==> src/rtl/uart_word_sender.sv <==
// Two-requester round-robin arbiter that serializes the granted word MSB-first
// into a byte-wide UART transmitter using its start/ready handshake.
module uart_word_sender #(
    parameter int WIDTH = 32
) (
    input  logic             clk,
    input  logic             rst,
    input  logic             req0_valid,
    input  logic [WIDTH-1:0] req0_word,
    output logic             req0_ack,
    input  logic             req1_valid,
    input  logic [WIDTH-1:0] req1_word,
    output logic             req1_ack,
    output logic             tx_start,
    output logic [7:0]       tx_data,
    input  logic             tx_ready,
    output logic             busy,
    output logic             done,
    output logic             done_src
);
    localparam int NBYTES = WIDTH / 8;
    localparam int CW     = (NBYTES > 1) ? $clog2(NBYTES) : 1;
    localparam logic [CW-1:0] LAST_BYTE = CW'(NBYTES - 1);

    typedef enum logic [1:0] {IDLE, SEND, WAIT_ACK, WAIT_DONE} state_t;

    state_t           state_q, state_d;
    logic [WIDTH-1:0] shift_q, shift_d;
    logic [CW-1:0]    cnt_q, cnt_d;
    logic             last_grant_q, last_grant_d;
    logic             tx_start_q, tx_start_d;
    logic [7:0]       tx_data_q, tx_data_d;
    logic             ack0_q, ack0_d;
    logic             ack1_q, ack1_d;
    logic             done_q, done_d;
    logic             done_src_q, done_src_d;
    logic             grant0, grant1, last_byte;

    // On a tie the requester that was not served last wins.
    assign grant0    = req0_valid && (!req1_valid || last_grant_q);
    assign grant1    = req1_valid && (!req0_valid || !last_grant_q);
    assign last_byte = (cnt_q == LAST_BYTE);

    always_ff @(posedge clk or posedge rst) begin
        if (rst) state_q <= IDLE;
        else     state_q <= state_d;
    end

    always_comb begin
        state_d = state_q;
        case (state_q)
            IDLE:      if (req0_valid || req1_valid) state_d = SEND;
            SEND:      if (tx_ready)                 state_d = WAIT_ACK;
            WAIT_ACK:  if (!tx_ready)                state_d = WAIT_DONE;
            WAIT_DONE: if (tx_ready)                 state_d = last_byte ? IDLE : SEND;
            default:                                 state_d = IDLE;
        endcase
    end

    always_comb begin
        shift_d      = shift_q;
        cnt_d        = cnt_q;
        last_grant_d = last_grant_q;
        tx_start_d   = 1'b0;
        tx_data_d    = tx_data_q;
        ack0_d       = 1'b0;
        ack1_d       = 1'b0;
        done_d       = 1'b0;
        done_src_d   = done_src_q;
        case (state_q)
            IDLE: begin
                if (grant0) begin
                    shift_d      = req0_word;
                    cnt_d        = '0;
                    ack0_d       = 1'b1;
                    last_grant_d = 1'b0;
                end else if (grant1) begin
                    shift_d      = req1_word;
                    cnt_d        = '0;
                    ack1_d       = 1'b1;
                    last_grant_d = 1'b1;
                end
            end
            SEND: begin
                if (tx_ready) begin
                    tx_start_d = 1'b1;
                    tx_data_d  = shift_q[WIDTH-1 -: 8];
                end
            end
            WAIT_DONE: begin
                if (tx_ready) begin
                    if (last_byte) begin
                        done_d     = 1'b1;
                        done_src_d = last_grant_q;
                    end else begin
                        shift_d = shift_q << 8;
                        cnt_d   = cnt_q + 1'b1;
                    end
                end
            end
            default: ;
        endcase
    end

    always_ff @(posedge clk or posedge rst) begin
        if (rst) begin
            shift_q      <= '0;
            cnt_q        <= '0;
            last_grant_q <= 1'b1;
            tx_start_q   <= 1'b0;
            tx_data_q    <= 8'h00;
            ack0_q       <= 1'b0;
            ack1_q       <= 1'b0;
            done_q       <= 1'b0;
            done_src_q   <= 1'b0;
        end else begin
            shift_q      <= shift_d;
            cnt_q        <= cnt_d;
            last_grant_q <= last_grant_d;
            tx_start_q   <= tx_start_d;
            tx_data_q    <= tx_data_d;
            ack0_q       <= ack0_d;
            ack1_q       <= ack1_d;
            done_q       <= done_d;
            done_src_q   <= done_src_d;
        end
    end

    assign req0_ack = ack0_q;
    assign req1_ack = ack1_q;
    assign tx_start = tx_start_q;
    assign tx_data  = tx_data_q;
    assign done     = done_q;
    assign done_src = done_src_q;
    // The done cycle is already IDLE but still counts as part of the word.
    assign busy     = (state_q != IDLE) || done_q;

endmodule

==> config.mk <==
export PLATFORM = sky130hd
export DESIGN_NAME = uart_word_sender
export DESIGN_NICKNAME = d
export VERILOG_FILES = /design/src/rtl/uart_word_sender.sv
export SDC_FILE = /design/constraint.sdc
export NUM_CORES = 1
export LEC_CHECK = 0
export BUFFER_PORTS_ARGS = -buffer_cell sky130_fd_sc_hd__buf_2
export CAP_MARGIN = 20
export CELL_PAD_IN_SITES_DETAIL_PLACEMENT = 0
export CELL_PAD_IN_SITES_GLOBAL_PLACEMENT = 1
export CORE_MARGIN = 1.5
export CORE_UTILIZATION = 30
export CTS_CLUSTER_SIZE = 28
export DETAILED_ROUTE_END_ITERATION = 12
export PLACE_DENSITY_LB_ADDON = 0.1
export SLEW_MARGIN = 25
export SYNTH_ARGS = -nofsm -noshare
export SYNTH_HDL_FRONTEND = slang
export SYNTH_SLANG_ARGS = --single-unit
==> constraint.sdc <==
create_clock -name clk -period 3.4 [get_ports clk]
set_input_delay 1.02 -clock clk [delete_from_list [all_inputs] [get_ports clk]]
set_output_delay 1.02 -clock clk [all_outputs]
set_load 0.05 [all_outputs]
# After elaboration in Yosys (flattened, before gate mapping)
# Index checks and enable logic that the tools add are counted.
# classes
mul	0
n_reduce_logical	18
shifts	0
bitwise	0
add_sub_neg	1
magnitude_cmp	0
n_mux	28
n_div	0
eq_ne	10
# op_table
op	n
2-to-1 mux 32 bit	4
one-hot mux 32 bit (2 select lines)	1
2-to-1 mux 2 bit	8
2-to-1 mux 1 bit	13
!= test 2 bit, second input constant	5
one-hot mux 2 bit (4 select lines)	1
AND reduction 4 bit	2
equality test 2 bit, second input constant	3
nonzero test 2 bit	3
logical OR 1 bit	4
one-hot mux 2 bit (2 select lines)	1
AND reduction 2 bit	2
logical NOT 1 bit	3
!= test 3 bit, second input constant	1
AND reduction 3 bit	1
adder 2 x 1 -> 2 bit, second input constant	1
equality test 2 x 1 -> 1 bit, second input constant	1
logical AND 1 bit	2
logical NOT 2 bit	1
# word_totals
latch_bits	0
input_bits	69
rom_bits	0
mem_bits_rw	0
reg_bits	50
wordCells	67
output_inout_bits	14
memories	0

# Longest topological paths before layout
# Gate-level depths: netlist of run 1.
# depth
word_depth	6
depth_mapped	8
ltp_nobuf	6

# Least setup slack after synthesis of run 1
# Ideal clock, no wire load.
# synth_path
path_kind	register to output
startpoint	register state_q[0]
endpoint	output port busy
t_arrival_ns	1.095
setup_slack_ns	1.285
t_required_ns	2.380
path_stages_with_launch	4
path_cell_list	dfrtp_1 inv_1 ha_1 nand2b_1
# synth_between
elab_chain_cells	2
# synth_lines
item	line_no	rtl
start, declared	27	state_t state_q, state_d;
start signal, assigned	46	else state_q <= state_d;
nonzero test 2 bit	136	assign busy = (state_q != IDLE) || done_q;
logical OR 1 bit	136	
end, declared	17	output logic busy,
# No other way between the ends.

# Final worst setup path of run 1
# Ends and elaborated chain as after synthesis.

==> flow_summary.json, run 1 <==
{
  "outcome": "finished clean",
  "relSlewSlack_pct": 49.6,
  "syn_area_sq_um": 2550,
  "grt_setup_unrepaired": "false",
  "clkPwrFrac_pct": 14.6,
  "cts_root_buffer": "clkbuf_8",
  "fin_nets": 381,
  "io_buffers": 82,
  "grt_max_degree": 36,
  "finalCritPeriodShare_pct": 74.1,
  "antenna_found_initial": 0,
  "cpPeakStageDelay_ns": 0.42,
  "cts_max_level": 2,
  "dieArea_sq_um": 9060,
  "ys.warnings.count": 0,
  "post_cts_buffers": 0,
  "fill_cells": 846,
  "clkSlewWorstSetupHoldPaths_ns": 0.10,
  "synth_edf_count": 0,
  "first_global_vias": 1988,
  "power.internal_mw": 1.47,
  "grt_util_met2_pct": 22.4,
  "syn_nets": 300,
  "busiest_layer": "met2",
  "yosysMostFrequentCell": "dfrtp_1",
  "cts_tree": "done",
  "vias": 2040,
  "crit_type": "flip-flop to output port",
  "tns_ns": 0,
  "clk_latency_ns": 0.31,
  "core_sq_um": 8220,
  "ir_worst_vdd_v": 0.000225,
  "start_util_pct": 31.0,
  "synth-seq-cells": 50,
  "slew_violations": 0,
  "fin_total_pwr_mw": 2.60,
  "ys_top_cells_by_count": "49 x dfrtp_1, 32 x mux2i_1, 29 x nand2_1",
  "clock_path_buffers": 2,
  "power.density_nw_per_um2": 817,
  "ctsHoldBuffers": 0,
  "drt_iter0_markers": 68,
  "place_area_sq_um": 3080,
  "final_cell_area_sq_um": 3180,
  "seq_power_share_pct": 39.4,
  "ant_nets": 0,
  "clock_sinks": 50,
  "worst-path-buf-inv": 2,
  "gr-usage-met3_pct": 2.71,
  "synth.largest_area_cell": "dfrtp_1",
  "worstPathCellList": "inv_1, ha_1, nand2b_1, buf_2",
  "hp-class": "flip-flop to flip-flop",
  "cts_buffers": 5,
  "synth_top_area_share_pct": 48.1,
  "rows": 33,
  "async_flop_share_pct": 100,
  "crit_slowest_cell": "dfrtp_1",
  "end_kind": "output port",
  "yosysSeqAreaShare_pct": 49.1,
  "hpwl_microns": 4330,
  "drt-vias-per-instance": 4.94,
  "ys_types": 28,
  "cts_resized": 0,
  "globalRoute.totalOverflow": 0,
  "firstDrtPassIters": 4,
  "fmax_mhz": 397,
  "grt_use_total_pct": 14.5,
  "finalSetupViolations": 0,
  "syn_avg_cell_area_sq_um": 11.3,
  "routed_wl_microns": 6250,
  "worst-path-max-fanout": 7,
  "p_comb_share_pct": 46.0,
  "worst_pin_slew_ns": 0.756,
  "syn_to_final_growth_pct": 24.8,
  "worstPathArrival_ns": 1.50,
  "drc": 0,
  "finalHoldViolations": 0,
  "synth_area_leaders": "dfrtp_1 48%, mux2i_1 13%, o211ai_1 7.4%, a22oi_1 7.1%, mux2_2 4.4%",
  "drive_gt1_share_pct": 36.7,
  "antenna_cells": 0,
  "synth_ff_type": "dfrtp_1",
  "ios": 83,
  "wl_per_cell_microns": 15.1,
  "synth_cells": 226,
  "p_sw_mw": 1.13,
  "finalWeightedCongestion": 0.718,
  "critical-path-top-delay-family": "flip-flops",
  "max_cap_viol_count": 0,
  "cp-start-kind": "flip-flop",
  "leakage_nw": 1.57,
  "swShare_pct": 43.4,
  "use_met1_pct": 20.0,
  "die_h_microns": 95.2,
  "min_period_ns": 2.52,
  "die_w_microns": 95.2,
  "fin_skew_ns": 0.0138,
  "crit_required_ns": 2.38,
  "grt_pass1_wl_microns": 9940
}
==> power groups by stage <==
stage          sequential (mW)  combinational [mW]  clock (mW)
2_1_floorplan             1.15               0.786           0
3_3_place_gp              1.04                1.20           0
3_5_place_dp              1.04                1.21           0
4_1_cts                   1.03                1.21       0.397
5_1_grt                   1.06                1.32       0.415
6_report                  1.02                1.19       0.380
==> metal layers <==
layer,wire length (microns),share of wire (%)
met1,3040,49
met3,306,4.9
met4,141,2.3
met5,0,0
met2,2760,44
==> final timing paths <==
check | endpoint | startpoint | slack [ns] | cells past startpoint
worst max register to register | cnt_q[1] | state_q[0] | 1.38 | 6
worst max-delay path | busy | state_q[0] | 0.88 | 4
max in group asynchronous | shift_q[8] | rst | 1.85 | 3
worst min-delay path | done_src | done_src | 0.51 | 1
worst min register to register | done_src | done_src | 0.51 | 1
min in group asynchronous | shift_q[1] | rst | 0.84 | 2
==> worst register-to-register path: stages (launching register included) <==
cell	delay (ns)
dfrtp_1	0.43
inv_1	0.13
ha_1	0.33
nor3b_2	0.38
a21o_1	0.14
or2_1	0.33
o21ai_0	0.16
==> cell type report <==
cell class              count  area (sq um)  share of cell area, %
clock inverters             2          16.3                  0.511
clock buffers               6          82.6                   2.60
multi-input cells         154          1200                   37.8
repair buffers             88           468                   14.7
flip-flops and latches     50          1250                   39.4
well taps                 105           131                   4.13
inverters                   8          30.0                  0.944
==> kinds of logic (layout without fill, tap and decap cells) <==
logic type / Yosys count / in the layout / synth area share, %
buf+inv: 22 / 104 / 4.47
compound gates: 68 / 68 / 20.0
flops: 50 / 50 / 49.1
mux: 43 / 43 / 17.6
fa+ha+maj: 5 / 5 / 2.45
simple gates: 38 / 38 / 6.38
==> state kept, by name (all words and copies together), names as in the netlist <==
register,cells
last_grant_q,1
done_src,1
cnt_q,2
state_q,2
tx_start,1
req0_ack,1
done,1
shift_q,32
tx_data,8
req1_ack,1
==> cells in the final DEF, fill, tap and decap left out, drive strengths merged, types with 6 or more instances in the layout <==
cell type	netlist	routed
nand2	29	29
clkbuf	5	6
dfrtp	49	49
mux2	11	11
mux2i	32	32
o2bb2ai	8	8
a22oi	24	24
buf	9	88
o211ai	25	25
inv	8	9
==> through the flow <==
stage | std cells | utilization [%] | setup slack (ns) | hold WS (ns)
after floorplan | 226 | - | 1.18 | 0.457
after global placement | 405 | 37.5 | 0.828 | 0.484
after detailed placement | 405 | 37.5 | 0.819 | 0.492
after CTS | 413 | 38.7 | 0.879 | 0.516
after global routing | 413 | 38.7 | 0.815 | 0.532
final | 413 | 38.7 | 0.882 | 0.507
No activity file was read; power rests on OpenSTA's default activity.
==> inputs of run 2 (changes only) <==
- clock period: 3.4 -> 2.4 ns (I/O delays scaled with it)
==> flow_summary.json, run 2 (synthesis results as in run 1) <==
{
  "hp-class": "primary input to asynchronous set/reset pin",
  "critical-path-top-delay-family": "flip-flops",
  "cpPeakStageDelay_ns": 0.40,
  "p_sw_mw": 1.56,
  "crit_type": "flip-flop to output port",
  "globalRoute.totalOverflow": 0,
  "drt_iter0_markers": 87,
  "vias": 1981,
  "antenna_cells": 0,
  "largest_reg_flops": 32,
  "drive_gt1_share_pct": 36.9,
  "r2r-start": "state_q[0]",
  "dieArea_sq_um": 9060,
  "cts_resized": 0,
  "fmax_mhz": 461,
  "grt_pass1_wl_microns": 9670,
  "cp-endpoint": "busy",
  "post_cts_buffers": 0,
  "reg2reg_to": "cnt_q[0]",
  "grt_max_degree": 34,
  "final_common_cell": "buf_2",
  "min_period_ns": 2.17,
  "power.density_nw_per_um2": 1140,
  "start_util_pct": 31.0,
  "clock_path_buffers": 2,
  "worst-path-buf-inv": 2,
  "ctsHoldBuffers": 0,
  "worstPathCellList": "inv_1, ha_1, nand2b_1, buf_2",
  "clock_sinks": 50,
  "max_flop_register": "shift_q",
  "first_global_vias": 1922,
  "clk_latency_ns": 0.30,
  "slew_violations": 0,
  "wl_per_cell_microns": 14.6,
  "core_sq_um": 8220,
  "rows": 33,
  "swShare_pct": 42.9,
  "worst-path-max-fanout": 7,
  "p_comb_share_pct": 47.2,
  "finalCritPeriodShare_pct": 90.3,
  "reg2reg_slack_ns": 0.43,
  "fin_nets": 383,
  "place_area_sq_um": 3110,
  "power.internal_mw": 2.07,
  "grt_use_total_pct": 14.3,
  "crit_required_ns": 1.68,
  "clkSlewWorstSetupHoldPaths_ns": 0.09,
  "final_cell_area_sq_um": 3190,
  "firstDrtPassIters": 4,
  "tns_ns": 0,
  "syn_to_final_growth_pct": 25.1,
  "die_h_microns": 95.2,
  "max_cap_viol_count": 0,
  "leakage_nw": 1.58,
  "hpwl_microns": 4290,
  "cts_max_level": 2,
  "worstPathArrival_ns": 1.45,
  "fill_cells": 830,
  "ios": 83,
  "seq_power_share_pct": 39.8,
  "io_buffers": 82,
  "cts_buffers": 5,
  "outcome": "finished clean",
  "worst_pin_slew_ns": 0.580,
  "finalWeightedCongestion": 0.698,
  "clkPwrFrac_pct": 13.1,
  "ant_nets": 0,
  "layout_common_cells": "82 x buf_2, 49 x dfrtp_1, 32 x mux2i_1, 29 x nand2_1, 25 x o211ai_1",
  "drt-vias-per-instance": 4.79,
  "drc": 0,
  "ir_worst_vdd_v": 0.000308,
  "fin_skew_ns": 0.00463,
  "end_kind": "output port",
  "antenna_found_initial": 0,
  "finalHoldViolations": 0,
  "startpoint": "state_q[0]",
  "cts_tree": "done",
  "cts_root_buffer": "clkbuf_8",
  "rr_worst_depth": 6,
  "relSlewSlack_pct": 61.3,
  "finalSetupViolations": 0,
  "crit_slowest_cell": "dfrtp_1",
  "grt_setup_unrepaired": "false",
  "routed_wl_microns": 6030,
  "path_depth": 4,
  "cp-start-kind": "flip-flop",
  "die_w_microns": 95.2
}
run 2: changes by cell type in the layout (fill, tap and decap cells not counted), sizes merged:
cell / previous run / this run
buf: 88 / 90
clkinv: 0 / 2
clkinvlp: 1 / 0
inv: 9 / 8
clkbuf: 6 / 5
run 2: worst min path at each step:
| stage | start | end | slack (ns) | depth (start not counted) |
|---|---|---|---|---|
| 3_3_place_gp | done_src | done_src | 0.49 | 1 |
| 5_1_grt | rst | tx_data[4] | 0.50 | 2 |
| 3_5_place_dp | shift_q[2] | shift_q[2] | 0.48 | 1 |
| 2_1_floorplan | shift_q[0] | shift_q[0] | 0.46 | 1 |
| 4_1_cts | rst | tx_data[4] | 0.48 | 2 |
| 6_report | rst | tx_data[4] | 0.46 | 2 |
run 2: final cells by class:
| class | count | area, sq um | area share, % |
|---|---|---|---|
| Timing Repair Buffer | 90 | 495 | 15.5 |
| Multi-Input combinational cell | 154 | 1200 | 37.7 |
| Sequential cell | 50 | 1250 | 39.3 |
| Inverter | 8 | 30.0 | 0.942 |
| Clock inverter | 2 | 10.0 | 0.314 |
| Tap cell | 105 | 131 | 4.12 |
| Clock buffer | 5 | 68.8 | 2.16 |
run 2: worst register-to-register path, delay by kind of cell, from the launching register on:
family / cells / cell delay, ns
flip-flops: 1 / 0.42
buffers and inverters: 1 / 0.13
AND/OR/NAND/NOR: 2 / 0.69
AO/OA/AOI/OAI: 1 / 0.17
adder cells (fa/ha/maj): 1 / 0.30
multiplexers: 1 / 0.21
run 2: per-stage QoR:
stage / util [%] / instances / hold slack [ns] / power (mW) / setup WS (ns)
6_report: 38.8 / 414 / 0.458 / 3.63 / 0.233
5_1_grt: 38.8 / 414 / 0.503 / 3.93 / 0.155
4_1_cts: 38.8 / 414 / 0.480 / 3.69 / 0.228
3_5_place_dp: 37.9 / 407 / 0.484 / 3.20 / 0.419
3_3_place_gp: 37.9 / 407 / 0.486 / 3.18 / 0.463
2_1_floorplan: - / 226 / 0.457 / 2.74 / 0.480
run 2: metal layers:
| layer | up-vias | wire, microns | GRT usage (%) | part of all wire [%] |
|---|---|---|---|---|
| met5 | - | 0 | 0 | 0 |
| met4 | 0 | 67 | 4.48 | 1.1 |
| li1 | 1002 | - | - | - |
| met2 | 56 | 2730 | 22.0 | 45 |
| met3 | 5 | 286 | 2.63 | 4.7 |
| met1 | 918 | 2950 | 20.1 | 49 |
run 2: power groups by stage:
stage                     Sequential (mW)  Clock, mW  Combinational [mW]
after global placement               1.46          0                1.71
final                                1.44      0.474                1.71
after detailed placement             1.47          0                1.74
after global routing                 1.50      0.529                1.91
after floorplan                      1.63          0                1.11
after CTS                            1.45      0.496                1.74
